<file path="src/rtl/ifetch_pkg.sv">
// Shared definitions for the instruction-fetch controller: FSM encoding and PC constants.
package ifetch_pkg;

  typedef enum logic [1:0] {
    IDLE  = 2'd0,
    FETCH = 2'd1,
    FLUSH = 2'd2
  } state_e;

  localparam int          PC_STEP    = 4;
  localparam logic [31:0] ALIGN_MASK = 32'hFFFF_FFFC;

endpackage

</file>
<file path="src/rtl/ifetch_ctrl_fifo.sv">
// Fetch buffer: small synchronous FIFO of {pc,instr} entries with flush.
// The head output holds its last shown value while the buffer is empty.
module fetch_fifo #(
  parameter int DATA_W = 40,
  parameter int DEPTH  = 2
) (
  input  logic                   clk,
  input  logic                   rst_n,
  input  logic                   push,
  input  logic [DATA_W-1:0]      push_data,
  input  logic                   pop,
  input  logic                   flush,
  output logic [DATA_W-1:0]      head_data,
  output logic                   not_empty,
  output logic [$clog2(DEPTH):0] count
);

  localparam int AW = $clog2(DEPTH);
  localparam int CW = AW + 1;

  logic [DATA_W-1:0] mem [DEPTH];
  logic [AW-1:0]     wr_ptr;
  logic [AW-1:0]     rd_ptr;
  logic [DATA_W-1:0] hold_data;
  logic              full;
  logic              do_push;
  logic              do_pop;

  assign not_empty = (count != '0);
  assign full      = (count == CW'(DEPTH));
  assign do_pop    = pop & not_empty;
  // A push into a full buffer is only legal when the head leaves the same cycle.
  assign do_push   = push & (~full | do_pop);

  always_ff @(posedge clk or negedge rst_n) begin
    if (!rst_n) begin
      wr_ptr    <= '0;
      rd_ptr    <= '0;
      count     <= '0;
      hold_data <= '0;
    end else begin
      if (not_empty) begin
        hold_data <= head_data;
      end
      if (flush) begin
        wr_ptr <= '0;
        rd_ptr <= '0;
        count  <= '0;
      end else begin
        if (do_push) begin
          wr_ptr <= wr_ptr + AW'(1);
        end
        if (do_pop) begin
          rd_ptr <= rd_ptr + AW'(1);
        end
        case ({do_push, do_pop})
          2'b10:   count <= count + CW'(1);
          2'b01:   count <= count - CW'(1);
          default: count <= count;
        endcase
      end
    end
  end

  always_ff @(posedge clk) begin
    if (do_push && !flush) begin
      mem[wr_ptr] <= push_data;
    end
  end

  assign head_data = not_empty ? mem[rd_ptr] : hold_data;

endmodule

</file>
<file path="src/rtl/ifetch_ctrl.sv">
// Instruction-fetch controller: PC register, fetch FSM and redirect handling,
// feeding IMEM words into a fetch buffer that decode drains via valid/ready.
module ifetch_ctrl
  import ifetch_pkg::*;
#(
  parameter int                  PC_WIDTH    = 8,
  parameter int                  INSTR_WIDTH = 32,
  parameter logic [PC_WIDTH-1:0] RESET_PC    = '0,
  parameter int                  FIFO_DEPTH  = 2
) (
  input  logic                        clk,
  input  logic                        rst_n,
  input  logic                        fetch_en,
  input  logic                        redirect_valid,
  input  logic [PC_WIDTH-1:0]         redirect_pc,
  output logic [PC_WIDTH-1:0]         imem_pc,
  input  logic [INSTR_WIDTH-1:0]      imem_instr,
  output logic                        if_valid,
  input  logic                        if_ready,
  output logic [INSTR_WIDTH-1:0]      if_instr,
  output logic [PC_WIDTH-1:0]         if_pc,
  output logic [$clog2(FIFO_DEPTH):0] fifo_count
);

  localparam int CW = $clog2(FIFO_DEPTH) + 1;
  localparam int EW = PC_WIDTH + INSTR_WIDTH;

  state_e              state;
  state_e              state_nxt;
  logic [PC_WIDTH-1:0] pc;
  logic [PC_WIDTH-1:0] pc_nxt;
  logic                enq;
  logic                deq;
  logic [EW-1:0]       head;

  assign deq = if_valid & if_ready;

  always_ff @(posedge clk or negedge rst_n) begin
    if (!rst_n) begin
      state <= IDLE;
      pc    <= RESET_PC;
    end else begin
      state <= state_nxt;
      pc    <= pc_nxt;
    end
  end

  always_comb begin
    state_nxt = state;
    enq       = 1'b0;
    pc_nxt    = pc;
    if (redirect_valid) begin
      state_nxt = FLUSH;
    end else begin
      case (state)
        IDLE:    state_nxt = fetch_en ? FETCH : IDLE;
        FETCH:   state_nxt = fetch_en ? FETCH : IDLE;
        FLUSH:   state_nxt = fetch_en ? FETCH : IDLE;
        default: state_nxt = IDLE;
      endcase
    end
    // Fetch only while a slot is free or the head is leaving this cycle.
    enq = (state == FETCH) && !redirect_valid &&
          ((fifo_count < CW'(FIFO_DEPTH)) || deq);
    if (redirect_valid) begin
      pc_nxt = redirect_pc & PC_WIDTH'(ALIGN_MASK);
    end else if (enq) begin
      pc_nxt = pc + PC_WIDTH'(PC_STEP);
    end
  end

  fetch_fifo #(
    .DATA_W (EW),
    .DEPTH  (FIFO_DEPTH)
  ) u_fifo (
    .clk       (clk),
    .rst_n     (rst_n),
    .push      (enq),
    .push_data ({pc, imem_instr}),
    .pop       (deq),
    .flush     (redirect_valid),
    .head_data (head),
    .not_empty (if_valid),
    .count     (fifo_count)
  );

  assign imem_pc  = pc;
  assign if_pc    = head[EW-1 -: PC_WIDTH];
  assign if_instr = head[INSTR_WIDTH-1:0];

endmodule

</file>
<file path="config.mk">
export PLATFORM = sky130hd
export DESIGN_NAME = ifetch_ctrl
export DESIGN_NICKNAME = d
export VERILOG_FILES = /design/src/rtl/ifetch_pkg.sv /design/src/rtl/ifetch_ctrl_fifo.sv /design/src/rtl/ifetch_ctrl.sv
export SDC_FILE = /design/constraint.sdc
export NUM_CORES = 1
export LEC_CHECK = 0
export ABC_CLOCK_PERIOD_IN_PS = 6300
export BUFFER_PORTS_ARGS = -buffer_cell sky130_fd_sc_hd__buf_2
export CAP_MARGIN = 30
export CORE_MARGIN = 10
export CORE_UTILIZATION = 45
export DETAILED_ROUTE_END_ITERATION = 10
export PLACE_DENSITY = 0.77
export RECOVER_POWER = 100
export SLEW_MARGIN = 20
export SYNTH_ARGS = -nofsm -noshare
export SYNTH_HDL_FRONTEND = slang
export SYNTH_SLANG_ARGS = --single-unit
</file>
<file path="constraint.sdc">
create_clock -name clk -period 6.3 [get_ports clk]
set_input_delay 0.63 -clock clk [delete_from_list [all_inputs] [get_ports clk]]
set_output_delay 0.63 -clock clk [all_outputs]
set_load 0.01 [all_outputs]
</file>
Word level (Yosys, flattened, before mapping)
Memories as Yosys holds them, arrays and structs flattened.
Cells that the tools add are included.
{"block": "totals", "ff_bits": 54, "ram_bits": 80, "in_bits": 45, "out_inout_bits": 51, "wordCells": 49, "n_memories": 1}
{"block": "op_classes", "add_sub_neg": 5, "n_lt_le_gt_ge": 1, "n_eq_ne": 5, "n_mux": 14, "bitwise_logic": 5, "n_reduce_logical": 12}
{"name": "u_fifo.mem", "depth": 2, "width": 40, "rd": 1, "rd_clocked_by_memory_dff": 0, "wr": 1, "line_no": "ifetch_ctrl_fifo.sv:21", "source": "logic [DATA_W-1:0] mem [DEPTH];"}
{"op": "$mux W40", "count": 1}
{"op": "$mux W8", "count": 2}
{"op": "$add A8 B3 Y8 const B", "count": 1}
{"op": "$mux W1", "count": 8}
{"op": "$reduce_bool A2 Y1", "count": 4}
{"op": "$eq A2 B2 Y1 const B", "count": 3}
{"op": "$eq A2 B1 Y1 const B", "count": 2}
{"op": "$mux W2", "count": 2}
{"op": "$pmux W2 S2", "count": 1}
{"op": "$and A1 B1 Y1", "count": 3}
{"op": "$logic_and A1 B1 Y1", "count": 3}
{"op": "$reduce_bool A3 Y1", "count": 1}
{"op": "$reduce_or A3 Y1", "count": 1}
{"op": "$add A1 B1 Y1 const B", "count": 2}
{"op": "$add A2 B1 Y2 const B", "count": 1}
{"op": "$logic_not A2 Y1", "count": 1}
{"op": "$lt A2 B2 Y1 const B", "count": 1}
{"op": "$sub A2 B1 Y2 const B", "count": 1}
{"op": "$logic_not A1 Y1", "count": 1}
{"op": "$logic_or A1 B1 Y1", "count": 1}
{"op": "$not A1 Y1", "count": 1}
{"op": "$or A1 B1 Y1", "count": 1}

Logic depth before layout (Yosys ltp)
Gate-level depths: netlist of the first run.
{"block": "depth", "word_depth": 8, "depth_mapped": 5, "ltp_nobuf": 5}

By module
From an unflattened synthesis of the first run, not the netlist that was laid out.
{"block": "hier_totals", "hier_cells": 378, "area_unflattened_um2": 5338.9}
{"module": "fetch_fifo", "n_inst": 1, "cells_each": 325, "area_per_inst_um2": 4853.4, "seq_area_each_um2": 3503.4}
{"module": "ifetch_ctrl", "n_inst": 1, "cells_each": 53, "area_per_inst_um2": 485.5, "seq_area_each_um2": 200.2}

Worst setup path after synthesis of the first run
OpenSTA, ideal clock, no wires.
{"block": "synth_timing", "path_kind": "input-to-reg", "startpoint": "in redirect_valid", "endpoint": "mem u_fifo.mem[1][0] (enable)", "setup_time_ps": 542, "t_arrival_ps": 4856, "required_time_ps": 5758, "slack_ps": 902, "cell_stages": 2, "n_path_buf": 1, "path_cell_list": "clkbuf_1 > nor4b_1"}
{"block": "synth_between", "elab_chain_cells": 7}
{"element": "start: declaration", "line_no": "ifetch_ctrl.sv:14", "source": "input logic redirect_valid,"}
{"element": "$logic_not A1 Y1 (*)", "line_no": "ifetch_ctrl_fifo.sv:66, ifetch_ctrl.sv:63"}
{"element": "$logic_and A1 B1 Y1 (2 in a row)", "line_no": "ifetch_ctrl.sv:63", "source": "enq = (state == FETCH) && !redirect_valid &&"}
{"element": "$and A1 B1 Y1", "line_no": "ifetch_ctrl_fifo.sv:33", "source": "assign do_push = push & (~full | do_pop);"}
{"element": "$logic_and A1 B1 Y1 (*)", "line_no": "ifetch_ctrl_fifo.sv:66", "source": "if (do_push && !flush) begin"}
{"element": "$mux W1 (*)", "line_no": "ifetch_ctrl_fifo.sv:66"}
{"element": "$mux W1 (not written as such) (*)", "line_no": "ifetch_ctrl_fifo.sv:67", "source": "mem[wr_ptr] <= push_data;"}
{"element": "end: declaration", "line_no": "ifetch_ctrl_fifo.sv:21"}
Every way passes the cells marked *; elsewhere a longest branch is shown, timed or not.

Final worst setup path of the first run
{"block": "layout_timing", "startpoint": "reg u_fifo.count[1]", "endpoint": "out if_pc[3]"}
{"block": "layout_between", "elab_chain_cells": 2}
{"element": "start: declaration", "line_no": "ifetch_ctrl_fifo.sv:15", "source": "output logic [$clog2(DEPTH):0] count"}
{"element": "start signal: assignment", "line_no": "ifetch_ctrl_fifo.sv:57", "source": "2'b10: count <= count + CW'(1);"}
{"element": "start signal: assignment", "line_no": "ifetch_ctrl_fifo.sv:58", "source": "2'b01: count <= count - CW'(1);"}
{"element": "start signal: assignment", "line_no": "ifetch_ctrl_fifo.sv:59", "source": "default: count <= count;"}
{"element": "$reduce_bool A2 Y1", "line_no": "ifetch_ctrl_fifo.sv:29", "source": "assign not_empty = (count != '0);"}
{"element": "$mux W40", "line_no": "ifetch_ctrl_fifo.sv:71", "source": "assign head_data = not_empty ? mem[rd_ptr] : hold_data;"}
{"element": "end: declaration", "line_no": "ifetch_ctrl.sv:21", "source": "output logic [PC_WIDTH-1:0] if_pc,"}
Every way passes these cells.

==> results.json, run 1 <==
{
  "status": "complete, but fails checks",
  "failed_checks": "capacitance limit, slew limit",
  "finClkSkew_ns": 0.00607,
  "path_class": "register to output port",
  "r2r-end": "u_fifo.mem[1][21]",
  "antenna_found_initial": 0,
  "arrival_ns": 3.38,
  "cts_tree": "built",
  "dieArea_mm2": 0.0157,
  "placementRows": 38,
  "grt_first_pass_wirelength_um": 16100,
  "core_area_mm2": 0.0108,
  "finalSetupViolCount": 0,
  "drtIter0Drc": 151,
  "totalNegativeSetupSlack_ns": 0,
  "worstHoldPathType": "input pin to register",
  "worstReg2RegStart": "state[1]",
  "async_flop_share_pct": 40.6,
  "cp_num_buf_inv": 2,
  "clock-root-buffer": "clkbuf_8",
  "port_buffers": 91,
  "place_area_mm2": 0.00556,
  "syn_to_final_growth_pct": 21.4,
  "synth_flop_cell": "edfxtp_1",
  "rsz0062_at_grt": "false",
  "maxSlewViolCount": 159,
  "critPathSlowestCell": "or2_0",
  "fmax_ghz": 0.249,
  "crit_cells": 5,
  "routed_wirelength_um": 9990,
  "fin_cells": 606,
  "grt.overflow.total": 0,
  "cp.required_ns": 5.67,
  "ff2ff_path_depth": 3,
  "leakagePower_nw": 2.13,
  "relSlewSlack_pct": -101,
  "synth-seq-cells": 128,
  "critPathCapture": "if_pc[3]",
  "maxCapViolCount": 4,
  "crit_family": "simple AND/OR/NAND/NOR gates",
  "finalHoldViolCount": 0,
  "place_congestion": 0.698,
  "postCtsSetupBuffers": 0,
  "cp_max_fo": 80,
  "post_drt_wl_per_cell_um": 16.5,
  "cts_buffers": 17,
  "cts_max_level": 4,
  "power_mw": 2.25,
  "cp_cell_sequence": "or2_0, buf_16, nor2_1, a21oi_1, clkbuf_1",
  "timing.critical_path.from": "u_fifo.count[1]",
  "yosysTopAreaCellShare_pct": 45.8,
  "rrSetupSlack_ns": 3.12,
  "synth_cell_type_count": 30,
  "worst_hold_slack_ns": 0.308,
  "synth_edf_count": 76,
  "via_per_inst": 5.02,
  "final_area_mm2": 0.00604,
  "syn_area_per_cell_um2": 13.8,
  "clkLatencyLatePin_ns": 0.51,
  "startpoint_type": "register",
  "dp.cells": 574,
  "cts_buffer_depth": 2,
  "netlist_area_mm2": 0.00498,
  "synth_warnings": 0,
  "grt_use_total_pct": 12.9,
  "ys_seq_area_share_pct": 71.9,
  "ir_drop_mv": 0.207,
  "syn_inst": 360,
  "synth.area.top_cells": "edfxtp_1, dfrtp_1, a21oi_1",
  "synth_top_area_cell": "edfxtp_1",
  "fin_crit_sh_pct": 63.7,
  "cts_sinks": 128,
  "clk_pin_slew_ns": 0.06,
  "drc": 0,
  "fin_crit_ns": 4.01,
  "final_nets": 499,
  "endpoint_kind": "output port",
  "num_vias": 3045,
  "power_density_mw_per_mm2": 372,
  "drt_first_pass_iters": 4,
  "cts_resized": 0,
  "n_antenna_cell": 0,
  "hold_buffers": 0,
  "die_y_um": 125,
  "layout-drive-gt1-share_pct": 13.9,
  "grt_max_degree": 81,
  "initial_utilization_pct": 45.9,
  "ant_nets": 0,
  "num_io_pins": 96,
  "hpwl_um": 6460,
  "tightest_slew_ns": 3.02,
  "die_width_um": 125,
  "slowest_delay_ns": 1.61,
  "grt_pass1_vias": 3235
}
[kinds of logic (layout without fill, tap and decap cells)]
family | count (synthesis) | count (layout) | share of synthesized area [%]
AOI/OAI and AO/OA | 86 | 86 | 8.69
xor gates and xnor gates | 7 | 7 | 1.23
adders and majority gates | 1 | 1 | 0.251
buffers and inverters | 27 | 132 | 2.96
DFF | 128 | 128 | 71.9
muxes | 41 | 41 | 8.29
other | 1 | 2 | 0.0753
and+or+nand+nor | 69 | 69 | 6.56
[metal layers]
layer,share of wire (%),up-vias,track usage [%]
met5,0,-,0
met4,1.0,0,5.28
met3,5.1,7,4.77
met2,52,88,21.6
met1,42,1459,14.6
li1,-,1491,-
[state kept, by name, summed over array words and instances (netlist names)]
signal / cells
u_fifo.rd_ptr: 1
u_fifo.count: 2
u_fifo.wr_ptr: 1
u_fifo.hold_data: 40
u_fifo.mem: 76
imem_pc: 6
state: 2
[stage by stage]
stage               worst slack, ns  util, %
finish                         2.29     55.8
global route                   1.99     55.8
CTS                            3.34     56.9
detailed placement             3.93     51.3
global placement               3.84     51.0
floorplan                     0.902        -
[power by group]
part	total [mW]	internal, mW	switching (mW)
combinational	0.264	0.0940	0.170
sequential	0.996	0.966	0.0296
clock	0.988	0.641	0.347
total	2.25	1.70	0.547
[cell type report]
class,count,area (µm²)
clock buffers,18,418
inverters,3,11.3
flip-flops and latches,128,3580
repair buffers,97,427
well taps,140,175
fillers,909,4800
clock inverters,14,190
multi-input cells,206,1240
[worst min-delay path by stage]
stage | startpoint | endpoint | slack [ns] | cells past startpoint
global placement | state[1] | state[0] | 0.46 | 1
detailed placement | state[1] | state[0] | 0.48 | 1
finish | imem_instr[31] | u_fifo.mem[0][31] | 0.31 | 1
CTS | rst_n | state[0] | 0.26 | 2
floorplan | rst_n | imem_pc[2] | 0.33 | 0
global route | imem_instr[30] | u_fifo.mem[0][30] | 0.27 | 1
[worst register-to-register path: cells and delay by family (launching register included)]
kind / cells / cell delay [ns]
buf+inv: 1 / 1.70
simple gates: 2 / 0.63
flops: 1 / 0.39
[layout by cell type (no fill, tap or decap), types with 7 or more instances in the layout]
cell / count
edfxtp_1: 76
clkbuf_1: 68
o21ai_0: 7
a21oi_1: 78
nand2_1: 8
clkbuf_16: 16
nor2_1: 45
buf_2: 28
dfrtp_1: 51
mux2i_1: 39
[synth_stat cells, drive strengths merged, types with 3 or more instances]
library cell / n
clkbuf: 5
nor2b: 4
a21oi: 78
o21ai: 7
buf: 19
dfrtp: 52
xnor2: 5
nand2: 8
inv: 3
edfxtp: 76
mux2i: 39
nand3: 3
nor2: 45
(Power assumes the default switching activity.)
==> run 2: changes to the inputs <==
Settings changed: ABC_CLOCK_PERIOD_IN_PS 6300 to 3830.
Clock period 6.3 ns to 3.83 ns, I/O delays scaled along.
==> run 2 against run 1 <==
  * Worst hold slack got worse by 0.29 ns
  * Total power rose by 62%
  * Critical path depth fell by 1
  * Largest cell class unchanged
  * The run now ends clean
  * Clock skew rose by 0.0046 ns
==> results.json, run 2 (synthesis results as in run 1) <==
{
  "post_drt_wl_per_cell_um": 16.1,
  "ant_nets": 0,
  "slowest_delay_ns": 1.03,
  "cts_tree": "built",
  "rsz0062_at_grt": "false",
  "fin_util_pct": 55.8,
  "finalSetupViolCount": 0,
  "worstHoldPathType": "input pin to asynchronous set/reset pin",
  "cts_buffer_depth": 2,
  "cp.required_ns": 3.45,
  "maxSlewViolCount": 0,
  "grt.overflow.total": 0,
  "tightest_slew_ns": 1.23,
  "cts_buffers": 17,
  "cts_sinks": 128,
  "largest_reg_flops": 76,
  "layout-drive-gt1-share_pct": 13.7,
  "critPathSlowestCell": "dfrtp_1",
  "mostFrequentLayoutCell": "a21oi_1",
  "relSlewSlack_pct": 17.9,
  "final_cell_mix": "a21oi_1, edfxtp_1, clkbuf_1, dfrtp_1, nor2_1",
  "antenna_found_initial": 0,
  "fin_crit_ns": 3.02,
  "power_mw": 3.65,
  "hold_buffers": 0,
  "setup_slack_ns": 0.805,
  "power_density_mw_per_mm2": 603,
  "hpwl_um": 6370,
  "num_vias": 3029,
  "grt_pass1_vias": 3114,
  "via_per_inst": 4.99,
  "pre_cts_ws_ns": 1.63,
  "grt_max_degree": 121,
  "routed_wirelength_um": 9750,
  "regMostFlops": "u_fifo.mem",
  "syn_to_final_growth_pct": 21.5,
  "die_y_um": 125,
  "leakagePower_nw": 2.15,
  "cts_max_level": 4,
  "final_nets": 500,
  "maxCapViolCount": 0,
  "dieArea_mm2": 0.0157,
  "initial_utilization_pct": 45.9,
  "drc": 0,
  "rrSetupSlack_ns": 1.09,
  "clkLatencyLatePin_ns": 0.51,
  "fin_crit_sh_pct": 79.0,
  "cts_resized": 0,
  "clock-root-buffer": "clkbuf_8",
  "drt_first_pass_iters": 4,
  "core_area_mm2": 0.0108,
  "postCtsSetupBuffers": 0,
  "grt_first_pass_wirelength_um": 15700,
  "finClkSkew_ns": 0.0106,
  "cp_max_fo": 22,
  "placementRows": 38,
  "clk_pin_slew_ns": 0.06,
  "num_io_pins": 96,
  "fillers": 893,
  "grt_use_total_pct": 12.6,
  "endpoint_kind": "output port",
  "cp_cell_sequence": "buf_4, mux2i_1, a21oi_1, clkbuf_1",
  "n_antenna_cell": 0,
  "startpoint_type": "register",
  "path_class": "register to output port",
  "finalHoldViolCount": 0,
  "fmax_ghz": 0.331,
  "arrival_ns": 2.64,
  "place_congestion": 0.770,
  "drtIter0Drc": 169,
  "die_width_um": 125,
  "port_buffers": 91,
  "ir_drop_mv": 0.254,
  "totalNegativeSetupSlack_ns": 0,
  "status": "complete, no violations"
}
## run 2: layout make-up
cell class | instances | area (µm²) | share of cell area (%)
tap | 140 | 175 | 2.89
inverter | 3 | 11.3 | 0.186
timing repair buffer | 98 | 424 | 7.01
clock inverter | 7 | 66.3 | 1.10
clock buffer | 25 | 537 | 8.87
multi-input combinational | 206 | 1250 | 20.7
sequential | 128 | 3580 | 59.2
## run 2: metal layers
metal	routed length, µm	track usage, %	up-vias	share of wire, %
met5	0	0	-	0
met3	523	4.01	15	5.4
li1	-	-	1493	-
met1	4340	15.0	1442	45
met2	4710	19.9	79	48
met4	167	6.44	0	1.7
## run 2: stage by stage
step / hold WS, ns / cell area [µm²] / cells
floorplan: 0.0874 / 5000 / 361
global placement: 0.466 / 5570 / 574
detailed placement: 0.475 / 5580 / 575
CTS: 0.0285 / 6180 / 607
global route: 0.0299 / 6050 / 607
finish: 0.0159 / 6050 / 607
## run 2: worst paths after layout
kind                                    start                   end  cells after the start
worst min register to register       state[0]              state[0]                      1
max in group asynchronous               rst_n  u_fifo.hold_data[15]                      2
min in group clk                imem_instr[4]      u_fifo.mem[0][4]                      1
worst max-delay path            u_fifo.rd_ptr          if_instr[25]                      4
worst max register to register       state[1]     u_fifo.mem[1][11]                      3
worst min-delay path                    rst_n   u_fifo.hold_data[8]                      2
## run 2: power breakdown
group	total, mW	leakage [nW]	internal [mW]	switching, mW
registers	1.64	1.29	1.59	0.0462
clock network	1.58	0.302	1.02	0.554
logic	0.435	0.562	0.154	0.281
total	3.65	2.15	2.77	0.881
## run 2: worst max-delay path, delay by kind of cell (launching register included)
kind            cells  cell delay [ns]
mux                 1             0.30
buf+inv             2             0.68
compound gates      1             0.10
flops               1             1.03
